### config.mk
export PLATFORM = sky130hd
export DESIGN_NAME = alu_sched
export DESIGN_NICKNAME = d
export VERILOG_FILES = /design/src/rtl/alu_sched_pkg.sv /design/src/rtl/alu_sched_if.sv /design/src/rtl/alu_sched_rr_arb2.sv /design/src/rtl/alu_sched.sv
export SDC_FILE = /design/constraint.sdc
export NUM_CORES = 1
export LEC_CHECK = 0
export CAP_MARGIN = 40
export CORE_MARGIN = 3
export CORE_UTILIZATION = 43
export DETAILED_ROUTE_END_ITERATION = 8
export GPL_ROUTABILITY_DRIVEN = 0
export PLACE_DENSITY = 0.86
export SETUP_SLACK_MARGIN = 0.3
export SLEW_MARGIN = 25
export SYNTH_ARGS = -nofsm -noshare
export SYNTH_HDL_FRONTEND = slang
export SYNTH_SLANG_ARGS = --single-unit
### constraint.sdc
create_clock -name alu_sched_clk_xi -period 4.42 [get_ports alu_sched_clk_xi]
set_input_delay 0.884 -clock alu_sched_clk_xi [delete_from_list [all_inputs] [get_ports alu_sched_clk_xi]]
set_output_delay 0.884 -clock alu_sched_clk_xi [all_outputs]
set_load 0.01 [all_outputs]
### src/rtl/alu_sched_pkg.sv
// Shared constants for the ALU scheduler: state encoding, opcode width and
// default parameter values.
package alu_sched_pkg;

    localparam int unsigned OP_W        = 3;
    localparam int unsigned DEF_WIDTH   = 32;
    localparam int unsigned DEF_ALU_LAT = 1;
    localparam int unsigned DEF_CNT_W   = 16;
    localparam int unsigned LAT_W       = 4;

    typedef logic [1:0] state_t;

    localparam state_t ST_IDLE = 2'd0;
    localparam state_t ST_EXEC = 2'd1;
    localparam state_t ST_RESP = 2'd2;

endpackage

### src/rtl/alu_sched_if.sv
// Arbitration bundle between the scheduler core and its round-robin arbiter.
interface alu_sched_if;

    logic [1:0] req_valid;
    logic       last_grant;
    logic [1:0] grant;
    logic       winner;

    modport master (output req_valid, output last_grant, input grant, input winner);
    modport slave  (input req_valid, input last_grant, output grant, output winner);

endinterface

### src/rtl/alu_sched_rr_arb2.sv
// Two-way round-robin arbiter: a lone requester wins outright, a tie goes to
// the requester that did not win last time.
module alu_sched_rr_arb2 (
    alu_sched_if.slave arb
);

    logic w_tie;
    logic w_any;

    assign w_tie      = &arb.req_valid;
    assign w_any      = |arb.req_valid;
    assign arb.winner = w_tie ? ~arb.last_grant : arb.req_valid[1];
    assign arb.grant  = !w_any     ? 2'b00 :
                        arb.winner ? 2'b10 : 2'b01;

endmodule

### src/rtl/alu_sched.sv
// Schedules operations from two requesters onto one shared ALU, one at a
// time, and returns each result tagged with the requester ID.
module alu_sched
    import alu_sched_pkg::*;
#(
    parameter int unsigned WIDTH   = DEF_WIDTH,
    parameter int unsigned ALU_LAT = DEF_ALU_LAT,
    parameter int unsigned CNT_W   = DEF_CNT_W
) (
    input  logic             alu_sched_clk_xi,
    input  logic             alu_sched_rst_n_xi,
    input  logic             alu_sched_req0_valid_xi,
    output logic             alu_sched_req0_ready_xo,
    input  logic [OP_W-1:0]  alu_sched_req0_op_xi,
    input  logic [WIDTH-1:0] alu_sched_req0_a_xi,
    input  logic [WIDTH-1:0] alu_sched_req0_b_xi,
    input  logic             alu_sched_req1_valid_xi,
    output logic             alu_sched_req1_ready_xo,
    input  logic [OP_W-1:0]  alu_sched_req1_op_xi,
    input  logic [WIDTH-1:0] alu_sched_req1_a_xi,
    input  logic [WIDTH-1:0] alu_sched_req1_b_xi,
    output logic [WIDTH-1:0] alu_sched_alu_a_xo,
    output logic [WIDTH-1:0] alu_sched_alu_b_xo,
    output logic [OP_W-1:0]  alu_sched_alu_op_xo,
    input  logic [WIDTH-1:0] alu_sched_alu_f_xi,
    input  logic             alu_sched_alu_of_xi,
    input  logic             alu_sched_alu_zf_xi,
    output logic             alu_sched_rsp_valid_xo,
    input  logic             alu_sched_rsp_ready_xi,
    output logic             alu_sched_rsp_id_xo,
    output logic [WIDTH-1:0] alu_sched_rsp_f_xo,
    output logic             alu_sched_rsp_of_xo,
    output logic             alu_sched_rsp_zf_xo,
    output logic             alu_sched_busy_xo,
    output logic [CNT_W-1:0] alu_sched_op_cnt_xo
);

    state_t           r_state;
    logic [LAT_W-1:0] r_wait;
    logic             r_last_grant;
    logic [WIDTH-1:0] r_alu_a;
    logic [WIDTH-1:0] r_alu_b;
    logic [OP_W-1:0]  r_alu_op;
    logic             r_rsp_id;
    logic [WIDTH-1:0] r_rsp_f;
    logic             r_rsp_of;
    logic             r_rsp_zf;
    logic [CNT_W-1:0] r_op_cnt;

    logic             w_idle;
    logic             w_accept;
    logic             w_winner;

    alu_sched_if w_arb_if ();

    assign w_arb_if.req_valid  = {alu_sched_req1_valid_xi, alu_sched_req0_valid_xi};
    assign w_arb_if.last_grant = r_last_grant;
    assign w_winner            = w_arb_if.winner;

    alu_sched_rr_arb2 u_arb (
        .arb (w_arb_if)
    );

    // Ready is gated by reset so nothing looks accepted while reset is held.
    assign w_idle                  = (r_state == ST_IDLE) & alu_sched_rst_n_xi;
    assign alu_sched_req0_ready_xo = w_idle & w_arb_if.grant[0];
    assign alu_sched_req1_ready_xo = w_idle & w_arb_if.grant[1];
    assign w_accept                = alu_sched_req0_ready_xo | alu_sched_req1_ready_xo;

    always_ff @(posedge alu_sched_clk_xi or negedge alu_sched_rst_n_xi) begin
        if (!alu_sched_rst_n_xi) begin
            r_state      <= ST_IDLE;
            r_wait       <= '0;
            r_last_grant <= 1'b1;
            r_alu_a      <= '0;
            r_alu_b      <= '0;
            r_alu_op     <= '0;
            r_rsp_id     <= 1'b0;
            r_rsp_f      <= '0;
            r_rsp_of     <= 1'b0;
            r_rsp_zf     <= 1'b0;
            r_op_cnt     <= '0;
        end else begin
            case (r_state)
                ST_IDLE: begin
                    if (w_accept) begin
                        r_alu_a      <= w_winner ? alu_sched_req1_a_xi  : alu_sched_req0_a_xi;
                        r_alu_b      <= w_winner ? alu_sched_req1_b_xi  : alu_sched_req0_b_xi;
                        r_alu_op     <= w_winner ? alu_sched_req1_op_xi : alu_sched_req0_op_xi;
                        r_rsp_id     <= w_winner;
                        r_last_grant <= w_winner;
                        r_wait       <= LAT_W'(ALU_LAT - 1);
                        r_state      <= ST_EXEC;
                    end
                end
                ST_EXEC: begin
                    if (r_wait == '0) begin
                        r_rsp_f  <= alu_sched_alu_f_xi;
                        r_rsp_of <= alu_sched_alu_of_xi;
                        r_rsp_zf <= alu_sched_alu_zf_xi;
                        r_state  <= ST_RESP;
                    end else begin
                        r_wait <= r_wait - 1'b1;
                    end
                end
                ST_RESP: begin
                    if (alu_sched_rsp_ready_xi) begin
                        r_op_cnt <= r_op_cnt + 1'b1;
                        r_state  <= ST_IDLE;
                    end
                end
                default: r_state <= ST_IDLE;
            endcase
        end
    end

    assign alu_sched_alu_a_xo     = r_alu_a;
    assign alu_sched_alu_b_xo     = r_alu_b;
    assign alu_sched_alu_op_xo    = r_alu_op;
    assign alu_sched_rsp_valid_xo = (r_state == ST_RESP);
    assign alu_sched_rsp_id_xo    = r_rsp_id;
    assign alu_sched_rsp_f_xo     = r_rsp_f;
    assign alu_sched_rsp_of_xo    = r_rsp_of;
    assign alu_sched_rsp_zf_xo    = r_rsp_zf;
    assign alu_sched_busy_xo      = (r_state != ST_IDLE);
    assign alu_sched_op_cnt_xo    = r_op_cnt;

endmodule

==> insert_results.sql, run 1 <==
INSERT INTO impl_metrics (metric_group, metric, value, unit) VALUES
('run_status', 'result_of_the_run', 'complete, no violations', ''),
('routing', 'drtPass1Iterations', '7', ''),
('logic_synthesis', 'synth_top_flop_cell', 'sky130_fd_sc_hd__dfrtp_1', ''),
('floorplanning', 'die_w', '120', 'um'),
('global_route', 'congestion_overflow_gr', '0', ''),
('clock_network', 'clk_transition_reported_paths', '50', 'ps'),
('clock_network', 'cts.root.buffer_cell', 'sky130_fd_sc_hd__clkbuf_16', ''),
('power_and_ir_drop', 'internal_power', '0.00423', 'W'),
('sta', 'finalCritPeriodShare', '73.5', '%'),
('power_and_ir_drop', 'power.switching_fraction', '31.1', '%'),
('place', 'number_of_instances_in_the_placed_design', '919', ''),
('clock_network', 'ctsResizeCount', '0', ''),
('sta', 'min_period', '3250', 'ps'),
('floorplanning', 'initial_utilization', '44.2', '%'),
('global_route', 'global_route_wire_length_before_repair', '26.3', 'mm'),
('floorplanning', 'chipHeight', '120', 'um'),
('layout', 'multi_input_comb_area', '0.00231', 'sq mm'),
('routing', 'finalWirelength', '16.9', 'mm'),
('setup_path', 'r2r_path_end', 'alu_sched_alu_b_xo[1]', ''),
('logic_synthesis', 'ys_warn_count', '0', ''),
('setup_path', 'path_common_cell', 'sky130_fd_sc_hd__clkdlybuf4s50_1', ''),
('layout', 'areaGrowthSynthToFinish', '67.1', '%'),
('clock_network', 'htreeDepth', '4', ''),
('setup_path', 'crit_path_end_kind', 'output port', ''),
('setup_path', 'crit_slowest_cell', 'sky130_fd_sc_hd__clkdlybuf4s50_1', ''),
('global_route', 'grt_pass1_vias', '5085', ''),
('clock_network', 'cts-buffers-inserted', '17', ''),
('clock_network', 'cts_tree', 'yes', ''),
('power_and_ir_drop', 'ir_worst_vdd', '0.000402', 'V'),
('power_and_ir_drop', 'power.density_cell_area', '654', 'mW/mm^2'),
('setup_path', 'worst_path_largest_cell_delay', '600', 'ps'),
('power_and_ir_drop', 'power.sequential.fraction', '32.5', '%'),
('setup_path', 'path_delay_family', 'buffers and inverters', ''),
('routing', 'drt-vias-per-instance', '4.93', ''),
('sta', 'rsz_0062_raised_after_global_routing', 'no', ''),
('power_and_ir_drop', 'power.total', '0.00615', 'W'),
('setup_path', 'timing.critical_path.cells', 'clkdlybuf4s50_1 -> nand2_1 -> a21oi_1 -> clkdlybuf4s50_1', ''),
('floorplanning', 'fp.dieArea', '0.0145', 'sq mm'),
('routing', 'detail_route.wl_per_cell', '17.7', 'um'),
('logic_synthesis', 'post_synth_main_area_contributors', 'sky130_fd_sc_hd__dfrtp_1, sky130_fd_sc_hd__mux2i_1, sky130_fd_sc_hd__mux2_4', ''),
('global_route', 'antenna_violations_before_repair', '0', ''),
('sta', 'setup_total_neg_slack', '0', 'ps'),
('setup_path', 'cp_data_arrival_time', '2360', 'ps'),
('logic_synthesis', 'ys_ff_latch', '125', ''),
('logic_synthesis', 'synthDominantAreaCellType', 'sky130_fd_sc_hd__dfrtp_1', ''),
('routing', 'drt_drc', '0', ''),
('layout', 'num_antenna_cells', '0', ''),
('clock_network', 'cts_num_sinks', '125', ''),
('floorplanning', 'std_cell_rows', '41', ''),
('setup_path', 'criticalPathCategory', 'primary input to output port', ''),
('logic_synthesis', 'synth_edf_count', '0', ''),
('layout', 'post_route_cells_drive_above_1_share', '10.8', '%'),
('logic_synthesis', 'synthesis.area_per_instance', '12.0', 'sq um'),
('sta', 'hold_viol', '0', ''),
('logic_synthesis', 'synth_nets', '644', ''),
('sta', 'max_freq', '0.308', 'GHz'),
('layout', 'final_cells', '953', ''),
('logic_synthesis', 'post-synth-top-count-cell', 'sky130_fd_sc_hd__dfrtp_1', ''),
('setup_path', 'worstReg2RegStart', 'r_state[0]', ''),
('logic_synthesis', 'synth.yosys.seq_area_share', '55.6', '%'),
('power_and_ir_drop', 'combinationalPowerShare', '43.9', '%'),
('layout', 'finalCoreUtilization', '73.9', '%'),
('clock_network', 'clock_tree_buf_depth', '2', ''),
('clock_network', 'cts_post_setup_buffers_inserted', '0', ''),
('layout', 'finish.net_count', '944', ''),
('global_route', 'grt_max_degree', '89', ''),
('power_and_ir_drop', 'switching_power', '0.00191', 'W'),
('setup_path', 'critical_path.max_fanout', '4', ''),
('floorplanning', 'core', '0.0127', 'sq mm'),
('floorplanning', 'io-pin-count', '295', ''),
('global_route', 'grt_usage', '23.2', '%');
## metal layers
metal	track usage [%]	wire length, um	vias to the layer above
met4	8.64	407	0
met1	24.8	6230	2219
met5	0	0	-
met2	41.5	8690	212
met3	8.98	1560	35
li1	-	-	2231
## final cells by class
cell class | instances | area share (%)
multi-input combinational | 312 | 24.6
clock inverter | 7 | 1.44
tap | 172 | 2.29
clock buffer | 25 | 5.06
timing repair buffer | 308 | 33.2
sequential | 125 | 33.3
inverter | 4 | 0.160
## worst max-delay path by stage
stage | from | endpoint | depth (start not counted)
finish | alu_sched_req0_valid_xi | alu_sched_req0_ready_xo | 4
global route | alu_sched_req0_valid_xi | alu_sched_req0_ready_xo | 4
CTS | alu_sched_req0_valid_xi | alu_sched_req0_ready_xo | 4
detailed placement | alu_sched_req0_valid_xi | alu_sched_req0_ready_xo | 4
global placement | alu_sched_req0_valid_xi | alu_sched_req0_ready_xo | 4
floorplan | alu_sched_rst_n_xi | alu_sched_req1_ready_xo | 3
## state kept, by name (all words and copies together), names as in the netlist
| name | flops |
|---|---|
| alu_sched_alu_a_xo | 32 |
| alu_sched_alu_b_xo | 32 |
| alu_sched_rsp_f_xo | 32 |
| alu_sched_op_cnt_xo | 16 |
| r_wait | 4 |
| alu_sched_alu_op_xo | 3 |
| r_state | 2 |
| alu_sched_rsp_id_xo | 1 |
| alu_sched_rsp_of_xo | 1 |
| alu_sched_rsp_zf_xo | 1 |
| r_last_grant | 1 |
## power by group through the flow
stage	sequential (W)	clock, W	combinational [W]
after floorplan	0.00218	0	0.00110
after detailed placement	0.00200	0	0.00271
final	0.00200	0.00145	0.00270
after global placement	0.00197	0	0.00262
after CTS	0.00200	0.00147	0.00273
after global routing	0.00206	0.00153	0.00289
## layout by cell type (no fill, tap or decap), types with 2 or more instances in the layout
cell	instances
sky130_fd_sc_hd__a21o_1	2
sky130_fd_sc_hd__a21oi_1	69
sky130_fd_sc_hd__a22o_1	2
sky130_fd_sc_hd__and3_1	4
sky130_fd_sc_hd__and4_1	3
sky130_fd_sc_hd__buf_12	3
sky130_fd_sc_hd__buf_16	2
sky130_fd_sc_hd__buf_4	10
sky130_fd_sc_hd__bufinv_16	4
sky130_fd_sc_hd__clkbuf_1	6
sky130_fd_sc_hd__clkbuf_16	17
sky130_fd_sc_hd__clkbuf_8	2
sky130_fd_sc_hd__clkdlybuf4s50_1	293
sky130_fd_sc_hd__clkinv_2	3
sky130_fd_sc_hd__dfrtp_1	124
sky130_fd_sc_hd__ha_1	3
sky130_fd_sc_hd__inv_1	3
sky130_fd_sc_hd__mux2_2	6
sky130_fd_sc_hd__mux2_4	29
sky130_fd_sc_hd__mux2i_1	67
sky130_fd_sc_hd__nand2_1	10
sky130_fd_sc_hd__nand3_1	4
sky130_fd_sc_hd__nand3b_1	2
sky130_fd_sc_hd__nand4_1	4
sky130_fd_sc_hd__nor2_1	72
sky130_fd_sc_hd__nor3_1	3
sky130_fd_sc_hd__o21ai_0	2
sky130_fd_sc_hd__xnor2_1	12
sky130_fd_sc_hd__xor2_1	5
## cell families after synthesis
| family | Yosys count | synth area share (%) |
|---|---|---|
| simple gates | 111 | 9.18 |
| buf+inv | 31 | 3.54 |
| xor+xnor | 17 | 2.65 |
| mux | 102 | 20.9 |
| flops | 125 | 55.6 |
| fa+ha+maj | 3 | 0.667 |
| compound gates | 79 | 7.49 |
## stage by stage
| step | worst slack [ps] | hold slack, ps | instance area [sq um] |
|---|---|---|---|
| 6_report | 1170 | 456 | 9400 |
| 3_3_place_gp | 1290 | 460 | 8720 |
| 5_1_grt | 1130 | 453 | 9400 |
| 3_5_place_dp | 1210 | 469 | 8740 |
| 4_1_cts | 1210 | 478 | 9350 |
| 2_1_floorplan | 2150 | 484 | 5630 |
Note: power is estimated with default switching activity, not from simulation.
==> run 2, diff against run 1 <==
- CORE_UTILIZATION: 43 -> 40
- PLACE_DENSITY: 0.86 -> 0.81
- clock period: 4.42 -> 3 ns (I/O delays scaled with it)
==> insert_results.sql, run 2 (synthesis gave the netlist of run 1 again) <==
INSERT INTO impl_metrics (metric_group, metric, value, unit) VALUES
('run_status', 'result_of_the_run', 'complete, no violations', ''),
('clock_network', 'clock_tree_buf_depth', '2', ''),
('layout', 'area.sequential', '0.00313', 'sq mm'),
('global_route', 'grt_use_met3', '6.99', '%'),
('sta', 'max-slew-margin-rel', '56.9', '%'),
('layout', 'fillers', '970', ''),
('clock_network', 'htreeDepth', '4', ''),
('power_and_ir_drop', 'ir_worst_vdd', '0.000650', 'V'),
('floorplanning', 'chipHeight', '125', 'um'),
('clock_network', 'ctsResizeCount', '0', ''),
('global_route', 'grt_pass1_vias', '5028', ''),
('layout', 'finish.net_count', '945', ''),
('sta', 'hold_viol', '0', ''),
('routing', 'ant_nets', '0', ''),
('layout', 'num_antenna_cells', '0', ''),
('layout', 'areaGrowthSynthToFinish', '66.5', '%'),
('power_and_ir_drop', 'power.density_cell_area', '949', 'mW/mm^2'),
('global_route', 'grt_most_used_layer', 'met2', ''),
('sta', 'setup_total_neg_slack', '0', 'ps'),
('sta', 'finalCritPeriodShare', '86.4', '%'),
('global_route', 'use_met1', '23.5', '%'),
('global_route', 'grt_usage', '21.1', '%'),
('routing', 'drt-vias-per-instance', '4.86', ''),
('place', 'dpl-instance-area', '0.00875', 'sq mm'),
('sta', 'final_max_slew_viol_count', '0', ''),
('setup_path', 'cp_data_arrival_time', '1990', 'ps'),
('layout', 'layout_commonest_cell', 'sky130_fd_sc_hd__clkdlybuf4s50_1', ''),
('place', 'detailedPlacementHpwl', '12.5', 'mm'),
('sta', 'tightestPinTransition', '645', 'ps'),
('global_route', 'antenna_violations_before_repair', '0', ''),
('clock_network', 'cts_post_setup_buffers_inserted', '0', ''),
('sta', 'finalSetupViolations', '0', ''),
('sta', 'finalClockSkew', '10.6', 'ps'),
('sta', 'max_freq', '0.386', 'GHz'),
('setup_path', 'criticalPathCategory', 'primary input to output port', ''),
('global_route', 'congestion_overflow_gr', '0', ''),
('floorplanning', 'io-pin-count', '295', ''),
('floorplanning', 'fp.dieArea', '0.0155', 'sq mm'),
('floorplanning', 'initial_utilization', '41.7', '%'),
('routing', 'drtPass1Iterations', '4', ''),
('routing', 'dr_total_vias', '4654', ''),
('clock_network', 'cts-buffers-inserted', '17', ''),
('floorplanning', 'std_cell_rows', '42', ''),
('power_and_ir_drop', 'total_leakage_power', '4.07', 'nW'),
('global_route', 'grt_util_met2', '37.0', '%'),
('clock_network', 'cts_num_sinks', '125', ''),
('layout', 'multi_input_comb_area', '0.00231', 'sq mm'),
('clock_network', 'clk_transition_reported_paths', '50', 'ps'),
('routing', 'finalWirelength', '16.4', 'mm'),
('sta', 'min_period', '2590', 'ps'),
('setup_path', 'cp_data_required_time', '2400', 'ps'),
('clock_network', 'cts_tree', 'yes', ''),
('global_route', 'global_route_wire_length_before_repair', '26.2', 'mm'),
('min_path', 'kind_of_path_behind_the_tightest_hold_check', 'primary input to async pin', ''),
('clock_network', 'post_cts_hold_buffer_count', '0', ''),
('global_route', 'grt_max_degree', '81', ''),
('routing', 'drt_drc', '0', ''),
('flow_run', 'max_cap_violations', '0', ''),
('setup_path', 'crit_path_end_kind', 'output port', ''),
('routing', 'detail_route.wl_per_cell', '17.1', 'um'),
('clock_network', 'worst_skew_pair.late_latency', '410', 'ps'),
('layout', 'post_route_cells_drive_above_1_share', '11.3', '%'),
('sta', 'rsz_0062_raised_after_global_routing', 'no', ''),
('layout', 'final_design_area_no_fill', '0.00937', 'sq mm'),
('routing', 'drt-initial-drc-count', '270', ''),
('clock_network', 'cts.root.buffer_cell', 'sky130_fd_sc_hd__clkbuf_16', ''),
('floorplanning', 'core', '0.0135', 'sq mm'),
('setup_path', 'crit_path_start_kind', 'primary input', ''),
('place', 'io_buffer_count', '294', ''),
('floorplanning', 'die_w', '125', 'um'),
('setup_path', 'critical_path.max_fanout', '4', ''),
('layout', 'finalCoreUtilization', '69.4', '%'),
('layout', 'final_cell_mix', 'sky130_fd_sc_hd__clkdlybuf4s50_1, sky130_fd_sc_hd__dfrtp_1, sky130_fd_sc_hd__nor2_1', '');
==> run 2: cell count changes in the layout (fill, tap and decap cells not counted), moves of 2 or more <==
cell / before / now
sky130_fd_sc_hd__bufinv_16: 4 / 2
sky130_fd_sc_hd__clkbuf_1: 6 / 4
sky130_fd_sc_hd__dfrtp_1: 124 / 122
sky130_fd_sc_hd__dfrtp_2: 0 / 2
==> run 2: final cells by class <==
type,instances,area share [%]
clock buffer,24,5.14
clock inverter,7,0.935
inverter,4,0.160
multi-input combinational,312,24.6
sequential,125,33.4
tap,176,2.35
timing repair buffer,309,33.3
==> run 2: per-stage QoR <==
| step | setup WS, ps | total power (W) | hold WS (ps) | instances |
|---|---|---|---|---|
| floorplan | 1300 | 0.00484 | 304 | 468 |
| global placement | 439 | 0.00681 | 461 | 924 |
| detailed placement | 413 | 0.00696 | 477 | 924 |
| CTS | 356 | 0.00898 | 406 | 955 |
| global route | 276 | 0.00942 | 142 | 957 |
| finish | 409 | 0.00889 | 145 | 957 |
==> run 2: report_power, final <==
| group | switching [W] | total [W] | internal [W] | leakage (nW) |
|---|---|---|---|---|
| clock | 0.000683 | 0.00196 | 0.00128 | 0.280 |
| sequential | 0.000480 | 0.00293 | 0.00245 | 1.45 |
| combinational | 0.00164 | 0.00400 | 0.00236 | 2.35 |
==> run 2: worst paths after layout <==
check                                       startpoint                      end  slack (ps)  cells after the start
max                            alu_sched_req0_valid_xi  alu_sched_req0_ready_xo         410                      4
min                                 alu_sched_rst_n_xi    alu_sched_alu_a_xo[6]         150                      2
max reg2reg                                  r_wait[0]    alu_sched_rsp_f_xo[9]         950                      5
min reg2reg                     alu_sched_op_cnt_xo[9]   alu_sched_op_cnt_xo[9]         490                      1
max in group asynchronous           alu_sched_rst_n_xi   alu_sched_alu_op_xo[1]        2060                      4
min in group alu_sched_clk_xi   alu_sched_op_cnt_xo[9]   alu_sched_op_cnt_xo[9]         490                      1
==> run 2: worst max-delay path, cell delays in order <==
cell                              delay, ps
sky130_fd_sc_hd__clkdlybuf4s50_1        570
sky130_fd_sc_hd__nand2_1                130
sky130_fd_sc_hd__a21oi_1                140
sky130_fd_sc_hd__clkdlybuf4s50_1        550
==> run 2: routing by layer <==
metal | vias to the layer above | share of wire (%)
met3 | 32 | 7.4
met5 | - | 0
met2 | 199 | 51
met4 | 0 | 2.5
met1 | 2191 | 39
li1 | 2232 | -
==> run 3, diff against run 2 <==
- CAP_MARGIN: 40 -> 20
- SYNTH_HIERARCHICAL: unset -> 1
==> insert_results.sql, run 3 <==
INSERT INTO impl_metrics (metric_group, metric, value, unit) VALUES
('floorplanning', 'chipHeight', '124', 'um'),
('power_and_ir_drop', 'power.switching_fraction', '31.8', '%'),
('logic_synthesis', 'ys_warn_count', '6', ''),
('logic_synthesis', 'post_synth_main_area_contributors', 'sky130_fd_sc_hd__dfrtp_1, sky130_fd_sc_hd__mux2i_1, sky130_fd_sc_hd__mux2_4', ''),
('logic_synthesis', 'synth_nets', '645', ''),
('clock_network', 'worst_skew_pair.late_latency', '400', 'ps'),
('clock_network', 'post_cts_hold_buffer_count', '0', ''),
('logic_synthesis', 'yosys.cell_types.count', '39', ''),
('routing', 'drt-initial-drc-count', '154', ''),
('routing', 'ant_nets', '0', ''),
('logic_synthesis', 'netlist_instances', '469', ''),
('sta', 'finalSetupViolations', '0', ''),
('sta', 'hold_viol', '0', ''),
('global_route', 'grt_usage', '21.3', '%'),
('power_and_ir_drop', 'power_frac_clock', '21.8', '%'),
('routing', 'detail_route.wl_per_cell', '16.8', 'um'),
('sta', 'max_freq', '0.368', 'GHz'),
('global_route', 'antenna_violations_before_repair', '0', ''),
('layout', 'finish.net_count', '953', ''),
('setup_path', 'crit_path_end_kind', 'output port', ''),
('setup_path', 'cp_data_arrival_time', '2120', 'ps'),
('layout', 'layout_commonest_cell', 'sky130_fd_sc_hd__clkdlybuf4s50_1', ''),
('layout', 'num_antenna_cells', '0', ''),
('global_route', 'grt_pass1_vias', '5130', ''),
('sta', 'finalHoldWorstSlack', '366', 'ps'),
('sta', 'setup_total_neg_slack', '0', 'ps'),
('sta', 'finalCritPeriodShare', '90.6', '%'),
('power_and_ir_drop', 'ir_worst_vdd', '0.000445', 'V'),
('layout', 'fillers', '940', ''),
('sta', 'tightestPinTransition', '869', 'ps'),
('layout', 'finalCoreUtilization', '69.8', '%'),
('setup_path', 'critical_path.max_fanout', '3', ''),
('power_and_ir_drop', 'power.density_cell_area', '920', 'mW/mm^2'),
('logic_synthesis', 'syn_area', '0.00562', 'sq mm'),
('clock_network', 'cts-buffers-inserted', '17', ''),
('sta', 'finalClockSkew', '4.67', 'ps'),
('global_route', 'grt_max_degree', '71', ''),
('setup_path', 'crit_path_start_kind', 'primary input', ''),
('clock_network', 'clock_tree_buf_depth', '2', ''),
('place', 'io_buffer_count', '294', ''),
('logic_synthesis', 'synth_edf_count', '0', ''),
('logic_synthesis', 'post-synth-top-area-fraction', '55.3', '%'),
('sta', 'final_max_slew_viol_count', '0', ''),
('floorplanning', 'core', '0.0135', 'sq mm'),
('setup_path', 'cp_data_required_time', '2400', 'ps'),
('global_route', 'congestion_overflow_gr', '0', ''),
('clock_network', 'htreeDepth', '4', ''),
('power_and_ir_drop', 'internal_power', '0.00591', 'W'),
('routing', 'drtPass1Iterations', '4', ''),
('floorplanning', 'std_cell_rows', '42', ''),
('setup_path', 'criticalPathCategory', 'primary input to output port', ''),
('floorplanning', 'io-pin-count', '295', ''),
('floorplanning', 'fp.dieArea', '0.0155', 'sq mm'),
('sta', 'fin_ws', '282', 'ps'),
('routing', 'finalWirelength', '16.3', 'mm'),
('layout', 'areaGrowthSynthToFinish', '67.8', '%'),
('logic_synthesis', 'asr_flop_ratio_synth', '100', '%'),
('place', 'place_worst_setup_slack', '213', 'ps'),
('routing', 'drt-vias-per-instance', '4.81', ''),
('clock_network', 'cts_num_sinks', '125', ''),
('logic_synthesis', 'synth_top_cells_by_count', 'sky130_fd_sc_hd__dfrtp_1, sky130_fd_sc_hd__nand2_1, sky130_fd_sc_hd__mux2i_1', ''),
('logic_synthesis', 'synth.yosys.seq_area_share', '55.7', '%'),
('logic_synthesis', 'ys_ff_latch', '125', ''),
('power_and_ir_drop', 'switching_power', '0.00276', 'W'),
('layout', 'post_route_cells_drive_above_1_share', '12.5', '%'),
('logic_synthesis', 'synthDominantAreaCellType', 'sky130_fd_sc_hd__dfrtp_1', ''),
('min_path', 'kind_of_path_behind_the_tightest_hold_check', 'primary input to async pin', ''),
('sta', 'rsz_0062_raised_after_global_routing', 'yes', ''),
('layout', 'final_cell_mix', 'sky130_fd_sc_hd__clkdlybuf4s50_1, sky130_fd_sc_hd__dfrtp_1, sky130_fd_sc_hd__nand2_1', ''),
('global_route', 'global_route_wire_length_before_repair', '26.4', 'mm'),
('clock_network', 'cts_tree', 'yes', ''),
('logic_synthesis', 'synthesis.area_per_instance', '12.0', 'sq um'),
('logic_synthesis', 'synth_top_flop_cell', 'sky130_fd_sc_hd__dfrtp_1', ''),
('flow_run', 'max_cap_violations', '0', ''),
('power_and_ir_drop', 'total_leakage_power', '4.26', 'nW'),
('floorplanning', 'initial_utilization', '41.6', '%'),
('routing', 'drt_drc', '0', ''),
('run_status', 'result_of_the_run', 'complete, no violations', ''),
('power_and_ir_drop', 'combinationalPowerShare', '44.7', '%'),
('logic_synthesis', 'post-synth-top-count-cell', 'sky130_fd_sc_hd__dfrtp_1', ''),
('sta', 'min_period', '2720', 'ps'),
('power_and_ir_drop', 'power.sequential.fraction', '33.5', '%'),
('clock_network', 'clk_transition_reported_paths', '50', 'ps'),
('floorplanning', 'die_w', '124', 'um'),
('routing', 'dr_total_vias', '4650', ''),
('clock_network', 'cts.root.buffer_cell', 'sky130_fd_sc_hd__clkbuf_16', ''),
('sta', 'max-slew-margin-rel', '42.0', '%'),
('place', 'detailedPlacementHpwl', '12.6', 'mm');
run 3: changes by cell type after synthesis, moves of 8 or more:
| cell | before | now |
|---|---|---|
| sky130_fd_sc_hd__o21ai_1 | 0 | 8 |
| sky130_fd_sc_hd__nand2_1 | 10 | 79 |
| sky130_fd_sc_hd__clkbuf_1 | 0 | 9 |
| sky130_fd_sc_hd__nor2_1 | 72 | 7 |
| sky130_fd_sc_hd__buf_4 | 12 | 2 |
| sky130_fd_sc_hd__a21oi_1 | 69 | 0 |
| sky130_fd_sc_hd__o21ai_0 | 2 | 63 |
run 3: stage by stage:
step                      total power (W)  cells  instance area, sq um
after floorplan                   0.00463    469                  5620
after global placement            0.00667    934                  8860
after detailed placement          0.00682    934                  8860
after global routing              0.00918    966                  9430
after CTS                         0.00878    966                  9420
final                             0.00867    966                  9430
run 3: repair_timing:
item                                    4_1_cts  5_1_grt
endpoints found under the setup margin        2        2
buffers inserted                              0        0
gates resized for setup                       2        2
run 3: worst paths after layout:
kind / to / startpoint / cells past startpoint / slack [ps]
max in group asynchronous: alu_sched_rsp_f_xo[15] / alu_sched_rst_n_xi / 3 / 1310
setup / recovery: alu_sched_req1_ready_xo / alu_sched_req1_valid_xi / 4 / 280
hold / removal: alu_sched_op_cnt_xo[2] / alu_sched_rst_n_xi / 2 / 370
hold reg to reg: alu_sched_alu_a_xo[14] / alu_sched_alu_a_xo[14] / 2 / 470
min in group alu_sched_clk_xi: alu_sched_alu_a_xo[14] / alu_sched_alu_a_xo[14] / 2 / 470
setup reg to reg: alu_sched_rsp_f_xo[19] / r_wait[0] / 5 / 1090
run 3: power groups by stage:
stage | logic, W | registers (W) | clock network, W
floorplan | 0.00146 | 0.00317 | 0
global placement | 0.00382 | 0.00286 | 0
detailed placement | 0.00391 | 0.00291 | 0
CTS | 0.00394 | 0.00290 | 0.00194
global route | 0.00417 | 0.00300 | 0.00201
finish | 0.00388 | 0.00290 | 0.00189
run 3: final cells by class:
cell class	instances	area, sq um	area share (%)
timing repair buffer	315	3150	33.4
sequential	125	3130	33.2
multi-input combinational	313	2360	25.0
clock buffer	25	485	5.15
tap	176	220	2.34
clock inverter	7	62.6	0.664
inverter	5	18.8	0.199
run 3: worst max-delay path: stages:
cell and delay, ps:
sky130_fd_sc_hd__clkdlybuf4s50_1 540, sky130_fd_sc_hd__a21boi_4 250, sky130_fd_sc_hd__and2_1 180, sky130_fd_sc_hd__clkdlybuf4s50_1 540
run 3: cells by family after synthesis:
kind of cell,after synthesis,synth area share [%]
flops,125,55.7
simple gates,114,9.78
mux,103,21.1
compound gates,78,7.53
buf+inv,31,2.87
xor+xnor,15,2.34
fa+ha+maj,3,0.669
run 3: per-layer routing:
| layer | global-route usage, % | vias to the layer above | share of wire (%) |
|---|---|---|---|
| met5 | 0 | - | 0 |
| met4 | 7.74 | 0 | 2.0 |
| met3 | 7.55 | 23 | 7.4 |
| met2 | 37.2 | 183 | 52 |
| met1 | 23.9 | 2216 | 39 |
| li1 | - | 2228 | - |
